--- config.mk ---
export PLATFORM = sky130hd
export DESIGN_NAME = hbridge_sequencer
export DESIGN_NICKNAME = d
export VERILOG_FILES = /design/src/rtl/hbridge_sequencer.sv
export SDC_FILE = /design/constraint.sdc
export NUM_CORES = 1
export LEC_CHECK = 0
export BUFFER_PORTS_ARGS = -buffer_cell sky130_fd_sc_hd__buf_4
export CORE_MARGIN = 3
export CORE_UTILIZATION = 55
export DETAILED_ROUTE_END_ITERATION = 10
export PLACE_DENSITY = 0.78
export SKIP_LAST_GASP = 1
export SLEW_MARGIN = 15
export SYNTH_ARGS = -nofsm -noshare
export SYNTH_HDL_FRONTEND = slang
export SYNTH_SLANG_ARGS = --single-unit
--- constraint.sdc ---
create_clock -name i_clock -period 3.85 [get_ports i_clock]
set_input_delay 1.155 -clock i_clock [delete_from_list [all_inputs] [get_ports i_clock]]
set_output_delay 1.155 -clock i_clock [all_outputs]
set_load 0.02 [all_outputs]
--- src/rtl/hbridge_sequencer.sv ---
// hbridge_sequencer
// Start-up, gating and protection sequencer for N_LEG half-bridge legs.
// It sits between the dead-time block and the MOSFET gate pins.
// On enable it runs a bootstrap-charge phase with all low sides on, then an
// optional tank pre-charge phase with a fixed gate word, then passes the
// control-law gate commands through.
// Shoot-through and external faults latch until an explicit clear.
// o_gate is always registered from the state that is about to be entered, so
// an offending input word can never reach the gate pins.

module hbridge_sequencer #(
    parameter int                 N_LEG             = 2,
    parameter int                 CNT_W             = 16,
    parameter int                 BOOT_CYCLES       = 1000,
    parameter int                 PRECHARGE_CYCLES  = 1600,
    parameter logic [2*N_LEG-1:0] PRECHARGE_PATTERN = 4'b1001
) (
    input  logic                 i_clock,
    input  logic                 i_RESET,
    input  logic                 i_enable,
    input  logic [2*N_LEG-1:0]   i_mosfet,
    input  logic                 i_ext_fault,
    input  logic                 i_fault_clear,
    output logic [2*N_LEG-1:0]   o_gate,
    output logic [2:0]           o_state,
    output logic                 o_running,
    output logic                 o_fault,
    output logic [1:0]           o_fault_code
);

    localparam logic [2:0] ST_IDLE      = 3'd0;
    localparam logic [2:0] ST_BOOT      = 3'd1;
    localparam logic [2:0] ST_PRECHARGE = 3'd2;
    localparam logic [2:0] ST_RUN       = 3'd3;
    localparam logic [2:0] ST_FAULT     = 3'd4;

    // Terminal counter values. A zero-length pre-charge never uses its
    // terminal value, so it is clamped to keep the constant in range.
    localparam logic [CNT_W-1:0] BOOT_LAST = CNT_W'(BOOT_CYCLES - 1);
    localparam logic [CNT_W-1:0] PRE_LAST  =
        CNT_W'((PRECHARGE_CYCLES > 0) ? (PRECHARGE_CYCLES - 1) : 0);
    localparam logic [2:0] BOOT_EXIT =
        (PRECHARGE_CYCLES == 0) ? ST_RUN : ST_PRECHARGE;

    // Low sides occupy the upper half of the gate word.
    localparam logic [2*N_LEG-1:0] BOOT_PATTERN = {{N_LEG{1'b1}}, {N_LEG{1'b0}}};

    logic [2:0]         state;
    logic [2:0]         base_next;
    logic [2:0]         next_state;
    logic [CNT_W-1:0]   count;
    logic [CNT_W-1:0]   next_count;
    logic [2*N_LEG-1:0] gate_next;
    logic               shoot_through;
    logic               st_fault;
    logic [1:0]         new_code;

    // Ordinary sequencing, ignoring the two fault causes which override it
    always_comb begin
        base_next = state;
        case (state)
            ST_IDLE: begin
                if (i_enable) base_next = ST_BOOT;
            end
            ST_BOOT: begin
                if (!i_enable)               base_next = ST_IDLE;
                else if (count == BOOT_LAST) base_next = BOOT_EXIT;
            end
            ST_PRECHARGE: begin
                if (!i_enable)              base_next = ST_IDLE;
                else if (count == PRE_LAST) base_next = ST_RUN;
            end
            ST_RUN: begin
                if (!i_enable) base_next = ST_IDLE;
            end
            ST_FAULT: begin
                if (i_fault_clear && !i_enable && !i_ext_fault) base_next = ST_IDLE;
            end
            default: base_next = ST_IDLE;
        endcase
    end

    // Fault overrides: shoot-through only matters when the input word is,
    // or is about to be, passed through to the gates
    always_comb begin
        shoot_through = |(i_mosfet[N_LEG-1:0] & i_mosfet[2*N_LEG-1:N_LEG]);
        st_fault      = shoot_through && ((state == ST_RUN) || (base_next == ST_RUN));
        new_code      = {i_ext_fault, st_fault};
        next_state    = (i_ext_fault || st_fault) ? ST_FAULT : base_next;
    end

    // Phase counter advances only while staying in BOOT or PRECHARGE
    always_comb begin
        next_count = '0;
        if (((state == ST_BOOT) || (state == ST_PRECHARGE)) && (next_state == state))
            next_count = count + CNT_W'(1);
    end

    // Gate word selected by the state being entered on this edge
    always_comb begin
        gate_next = '0;
        case (next_state)
            ST_BOOT:      gate_next = BOOT_PATTERN;
            ST_PRECHARGE: gate_next = PRECHARGE_PATTERN;
            ST_RUN:       gate_next = i_mosfet;
            default:      gate_next = '0;
        endcase
    end

    // State, counter and all registered outputs
    always_ff @(posedge i_clock or posedge i_RESET) begin
        if (i_RESET) begin
            state        <= ST_IDLE;
            count        <= '0;
            o_gate       <= '0;
            o_running    <= 1'b0;
            o_fault      <= 1'b0;
            o_fault_code <= 2'b00;
        end else begin
            state        <= next_state;
            count        <= next_count;
            o_gate       <= gate_next;
            o_running    <= (next_state == ST_RUN);
            o_fault      <= (next_state == ST_FAULT);
            o_fault_code <= (next_state == ST_FAULT) ? (o_fault_code | new_code) : 2'b00;
        end
    end

    assign o_state = state;

endmodule

==> summary.md, run 1 <==
| Metric | Value |
|---|---|
| Outcome | complete, no violations |
| Starting DRT DRC Count | 19 |
| Dominant synthesized flop cell | dfrtp_1 |
| Ports | 20 |
| Min-delay worst type | reg2reg |
| Post-CTS setup buffers | 0 |
| Final setup viols | 0 |
| Share of cells above drive strength 1 | 0.196 |
| Largest cells by area after synthesis | dfrtp_1 (51%), nor2_1 (7.4%), xor2_1 (6.0%) |
| Area fraction of the dominant cell type after synthesis | 0.513 |
| Final HPWL DP | 1690 um |
| Pins Over Slew Limit | 0 |
| Pre-Repair DR Iteration Count | 6 |
| Crit path DAT | 1.06 ns |
| Via density | 5.37 |
| Count of input and output buffers | 19 |
| Die Wd | 54.9 um |
| Max-cap violations | 0 |
| Fill cell count | 189 |
| Tightest Pin Transition | 0.975 ns |
| Setup Crit Path Kind | reg2out |
| Site row count | 17 |
| Die Ht | around 55 um |
| Clk Latency, worst-skew pair | 0.31 ns |
| Hold path depth | 1 |
| Relative slew slack | 0.349 |
| Dominant cell type by area after synthesis | dfrtp_1 |
| Vias in the first global route | 911 |
| Worst Setup End Kind | output port |
| Layout area overhead | 14.4% |
| Die area | 0.00302 sq mm |
| CP bufs+invs | 1 |
| Top Family by Delay on Critical Path | flip-flops |
| Drt total wl | 2320 um |
| Top post-synthesis cells by count | dfrtp_1 (27), nor2_1 (26), nand2_1 (9), nand3_1 (9), xor2_1 (9) |
| Fin Hold WS | between 0.4 and 0.5 ns |
| Post-synth net total | 142 |
| CTS clk-pin slew, worst paths | 0.13 ns |
| Clock skew | approximately 0.0045 ns |
| Most used standard cell by instance count after synthesis | dfrtp_1 |
| Initial antenna violation count | 0 |
| Post-layout util | 0.674 |
| WP depth | 1 |
| Power density over the cells | 291 mW/mm^2 |
| Global-route wire length before repair | approximately 4000 um |
| Clock network fraction of total power | 0.262 |
| CP Cell Sequence | buf_4 |
| Crit-path slowest cell | dfrtp_1 |
| Comb pwr share | 0.076 |
| Worst EP required | 2.69 ns |
| CTS tree | done |
| CP Launch Type | flop |
| Crit share post-route | 0.575 |
| Gpl congestion | 0.826 |
| FF-to-FF path depth | 5 |
| Critical-path maximum fanout | 11 |
| Cell Int Power | 342 uW |
| Grt ovf | 0 |
| Root Driver | clkbuf_4 |
| Switching part of the total | 0.219 |
| CP max stage delay | 0.54 ns |
| Seq cells post-synth | 27 |
| Initial core utilization | 0.589 |
| DRC Markers | 0 |
| Gate count of the mapped netlist | 132 |
| Antenna viol nets, final | 0 |
| RSZ-0062 raised after global routing | no |
| Syn Area/Cell | 9.97 sq um |
| Via Count | 972 |
| Setup TNS | 0 ns |
| Max frequency | 451 MHz |
| Pin count of the biggest net entering global routing | 28 |
| Sequential power share | 0.662 |
| NetSw | 96.1 uW |
| CTS buffer count | 3 |
| Final instance area | 0.00151 sq mm |
| DR WL/cell | 12.8 um |
| Post-synthesis sequential area ratio | 0.513 |
| Async set-reset flop share out of synthesis | 1.00 |
| Leakage | roughly 0.00064 uW |
| Endpoints failing hold | 0 |
| H-tree levels | 1 |
| Total GRT Usage | 0.181 |
| Core area | approximately 0.0022 sq mm |
| Ant. Diodes | 0 |
| Placement Cell Area | between 0.001 and 0.0015 sq mm |
| CTS Hold Bufs | 0 |
| Clk sinks | 27 |
| Cell area after synthesis | around 0.0013 sq mm |
| CTS Buffer Depth | 2 |
| Peak VDD IR | 0.000218 V |
| Number of flops mapped to enable cells by yosys | 0 |
| Yosys cell types | 33 |
| Post-CTS Resized | 0 |
| Shortest period the worst path allows | roughly 2.2 ns |
| Fin nets | 164 |
| Synthesis Warnings | 0 |
==> placed cells by master, fill, tap and decap left out, types with 2 or more instances in the layout <==
cell      instances
inv_1             4
nand2b_1          4
a31oi_1           2
nor3_1            5
clkbuf_4          3
nand4_1           4
a21oi_1           4
buf_4            19
nand3_1           9
nor2_1           26
dfrtp_1          27
xnor2_1           5
xor2_1            9
nor4_2            3
and3_1            2
nand2_1           9
==> registers in the layout, indices dropped and copies added (netlist names) <==
| signal | count |
|---|---|
| count | 16 |
| o_fault | 1 |
| o_fault_code | 2 |
| o_gate | 4 |
| o_running | 1 |
| o_state | 3 |
==> per-stage QoR <==
step	worst slack (ns)	std cells	total power [uW]
floorplan	1.50	132	313
global placement	1.37	177	328
detailed placement	1.31	177	329
CTS	1.63	181	445
global route	1.54	181	459
finish	1.63	181	438
==> final cells by class <==
cell class | instances | area (sq um) | area share
Timing Repair Buffer | 19 | 143 | 0.0948
Sequential cell | 27 | 676 | 0.449
Inverter | 4 | 15.0 | 0.00998
Multi-Input combinational cell | 99 | 611 | 0.406
Clock buffer | 4 | 26.3 | 0.0175
Tap cell | 28 | 35.0 | 0.0233
==> power groups by stage <==
stage | sequential [uW] | combinational [uW] | clock (uW)
6_report | 290 | 33.2 | 115
5_1_grt | 291 | 36.5 | 132
4_1_cts | 290 | 33.8 | 121
3_5_place_dp | 296 | 33.8 | 0
3_3_place_gp | 295 | 32.7 | 0
2_1_floorplan | 300 | 12.7 | 0
==> layer usage <==
| layer | up-vias | routed length (um) | global-route usage |
|---|---|---|---|
| met5 | - | 0 | 0 |
| met4 | 0 | 18 | 0.0729 |
| met3 | 2 | 109 | 0.0241 |
| met2 | 22 | 1120 | 0.303 |
| met1 | 452 | 1080 | 0.237 |
| li1 | 496 | - | - |
==> worst paths after layout <==
check / endpoint / start / slack, ns
hold reg to reg: count[0] / count[0] / 0.49
hold / removal: count[0] / count[0] / 0.49
setup reg to reg: count[6] / count[12] / 1.79
setup / recovery: o_state[1] / o_state[1] / 1.63
min in group asynchronous: o_running / i_RESET / 1.06
max in group asynchronous: count[9] / i_RESET / 2.20
==> kinds of logic (layout without fill, tap and decap cells) <==
| family | Yosys count | in the layout | share of synthesized area |
|---|---|---|---|
| DFF | 27 | 27 | 0.513 |
| and+or+nand+nor | 71 | 71 | 0.286 |
| AOI/OAI and AO/OA | 13 | 13 | 0.0751 |
| buffers and inverters | 6 | 27 | 0.0228 |
| adders and majority gates | 1 | 1 | 0.00950 |
| xor gates and xnor gates | 14 | 14 | 0.0932 |
Power figures use the tool's default switching activity.
==> run 2, diff against run 1 <==
--- a/config.mk
+++ b/config.mk
@@ -5,11 +5,12 @@
 export SDC_FILE = /design/constraint.sdc
 export NUM_CORES = 1
 export LEC_CHECK = 0
+export ABC_AREA = 1
 export BUFFER_PORTS_ARGS = -buffer_cell sky130_fd_sc_hd__buf_4
 export CORE_MARGIN = 3
 export CORE_UTILIZATION = 55
 export DETAILED_ROUTE_END_ITERATION = 10
-export PLACE_DENSITY = 0.78
+export PLACE_DENSITY = 0.76
 export SKIP_LAST_GASP = 1
 export SLEW_MARGIN = 15
 export SYNTH_ARGS = -nofsm -noshare
==> constraint.sdc (replaced) <==
create_clock -name i_clock -period 2.3 [get_ports i_clock]
set_input_delay 0.69 -clock i_clock [delete_from_list [all_inputs] [get_ports i_clock]]
set_output_delay 0.69 -clock i_clock [all_outputs]
set_load 0.02 [all_outputs]
==> summary.md, run 2 <==
| Metric | Value |
|---|---|
| Number of flip-flops in the largest register | 16 |
| Post-synthesis sequential area ratio | 0.433 |
| Synthesis Warnings | 0 |
| Sequential power share | 0.646 |
| Yosys cell types | 26 |
| Endpoints failing hold | 0 |
| Reg with most FFs | count |
| Total GRT Usage | 0.191 |
| Placement Cell Area | 0.00172 sq mm |
| Worst Setup End Kind | flop |
| RSZ-0062 raised after global routing | no |
| Setup Crit Path Kind | reg2reg |
| Ports | 20 |
| Share of cells above drive strength 1 | 0.214 |
| CTS Buffer Depth | 2 |
| Fin nets | around 230 |
| Top Family by Delay on Critical Path | simple AND/OR/NAND/NOR gates |
| Site row count | 18 |
| H-tree levels | 1 |
| Starting DRT DRC Count | 41 |
| Cell Int Power | 571 uW |
| Most used standard cell by instance count after synthesis | nand2_1 |
| Count of input and output buffers | 19 |
| Gate count of the mapped netlist | 193 |
| CP bufs+invs | 1 |
| Die Ht | 59.2 um |
| Number of flops mapped to enable cells by yosys | 0 |
| Top post-synthesis cells by count | nand2_1 (37), inv_1 (33), dfrtp_1 (27) |
| Worst EP required | approximately 2.5 ns |
| Vias in the first global route | 1225 |
| Gpl congestion | 0.862 |
| Final HPWL DP | 2310 um |
| NetSw | between 150 and 200 uW |
| Crit-path slowest cell | dfrtp_1 |
| Min-delay worst type | in2async |
| Max frequency | roughly 490 MHz |
| Area fraction of the dominant cell type after synthesis | 0.433 |
| Via density | 5.25 |
| CTS buffer count | 3 |
| Pin count of the biggest net entering global routing | 28 |
| Dominant cell type by area after synthesis | dfrtp_1 |
| Commonest non-fill, non-tap cells in the layout | nand2_1 (37), inv_1 (33), dfrtp_1 (27) |
| Most numerous cell on the critical path | nand2_1 |
| Setup TNS | 0 ns |
| Crit share post-route | 0.878 |
| Pre-Repair DR Iteration Count | 6 |
| Comb pwr share | 0.090 |
| CTS Hold Bufs | 0 |
| Layout area overhead | 12.3% |
| Die area | 0.00351 sq mm |
| Shortest period the worst path allows | slightly above 2 ns |
| CP Launch Type | flop |
| Cell area after synthesis | 0.00156 sq mm |
| Initial core utilization | 0.602 |
| Critical-path maximum fanout | 16 |
| Most common cell after layout, fill and taps aside | nand2_1 |
| Post-layout util | 0.676 |
| DR WL/cell | 12.2 um |
| Root Driver | clkbuf_4 |
| Core area | 0.00259 sq mm |
| Seq cells post-synth | 27 |
| Post-synth net total | ~200 |
| Leakage | roughly 0.00083 uW |
| Dominant synthesized flop cell | dfrtp_1 |
| DRC Markers | 0 |
| Tightest Pin Transition | 0.328 ns |
| Max-cap violations | 0 |
| Clk Latency, worst-skew pair | 0.32 ns |
| Post-CTS setup buffers | 0 |
| CP max stage delay | 0.40 ns |
| Post-CTS Resized | 0 |
| Via Count | 1286 |
| CTS tree | done |
| Pins Over Slew Limit | 0 |
| Grt ovf | 0 |
| CP Cell Sequence | ha_1, nand2_1, inv_1, nand2_1, nor2_2, a21oi_1, nor2_1, nand2_1, nand2_2, nand2_4, nand3_2, nand2_2, nand2_4, nor3_1 |
| Async set-reset flop share out of synthesis | 1.00 |
| Largest cells by area after synthesis | dfrtp_1 (43%), nand2_1 (8.9%), inv_1 (7.9%) |
| Power density over the cells | 429 mW/mm^2 |
| Outcome | complete, no violations |
| CTS clk-pin slew, worst paths | 0.14 ns |
| Clock skew | 0.00671 ns |
| Syn Area/Cell | 8.08 sq um |
| Drt total wl | between 2000 and 3000 um |
| Peak VDD IR | 0.000409 V |
| Crit path DAT | 2.23 ns |
| Relative slew slack | 0.779 |
| Final instance area | ~0.0018 sq mm |
| WP depth | 14 |
| Ant. Diodes | 0 |
| Antenna viol nets, final | 0 |
| Switching part of the total | 0.240 |
| FF-to-FF path depth | 14 |
| Die Wd | 59.2 um |
| Global-route wire length before repair | 5080 um |
| Initial antenna violation count | 0 |
| Final setup viols | 0 |
| Clock network fraction of total power | 0.264 |
| Clk sinks | 27 |
-- run 2: changes by cell type in the layout (fill, tap and decap cells not counted), moves of 3 or more --
| cell | before | now |
|---|---|---|
| nor3_2 | 0 | 10 |
| o21ai_0 | 1 | 7 |
| inv_1 | 4 | 33 |
| nor3_1 | 5 | 9 |
| nand2b_1 | 4 | 0 |
| nand2_2 | 0 | 3 |
| nor4_2 | 3 | 0 |
| nand2_1 | 9 | 37 |
| xnor2_1 | 5 | 2 |
-- run 2: stage by stage --
stage / setup slack, ns / hold WS [ns] / std cells / power (uW)
final: 0.280 / 0.403 / 245 / 751
after global routing: 0.0746 / 0.421 / 245 / 785
after CTS: 0.250 / 0.412 / 245 / 762
after detailed placement: 0.280 / 0.473 / 241 / 563
after global placement: 0.367 / 0.453 / 241 / 561
after floorplan: 0.456 / 0.440 / 193 / 535
-- run 2: final cells by class --
cell class	count	area [sq um]
fill	214	840
multi-input combinational	130	728
sequential	27	676
timing repair buffer	21	158
inverter	33	124
tap	30	37.5
clock buffer	3	22.5
clock inverter	1	5.00
-- run 2: final timing paths --
path	start	endpoint	slack (ns)
max	count[0]	count[4]	0.28
min reg2reg	count[0]	count[0]	0.48
min	i_RESET	o_gate[1]	0.40
max in group asynchronous	i_RESET	count[1]	1.65
max reg2reg	count[0]	count[4]	0.28
min in group i_clock	count[0]	count[0]	0.48
-- run 2: tightest hold or removal path, cell delays in order --
cell   delay, ns
buf_4       0.10
inv_1       0.04
buf_4       0.31
-- run 2: power groups by stage --
stage               Combinational (uW)  Sequential, uW  Clock [uW]
finish                            67.5             485         198
floorplan                         34.4             500           0
detailed placement                68.4             494           0
global route                      74.5             486         224
CTS                               68.8             485         208
global placement                  67.3             494           0
-- run 2: routing by layer --
layer,up-vias,wire length (um),part of all wire,track usage
met5,-,0,0,0
met4,0,37,0.012,0.0874
met3,5,105,0.035,0.0283
met2,27,1520,0.51,0.324
li1,654,-,-,-
met1,600,1330,0.45,0.236
-- run 2: cells by family after synthesis --
logic type,count (synthesis),synth area share
simple gates,107,0.358
buf+inv,36,0.0995
flops,27,0.433
compound gates,13,0.0506
xor+xnor,9,0.0506
fa+ha+maj,1,0.00802
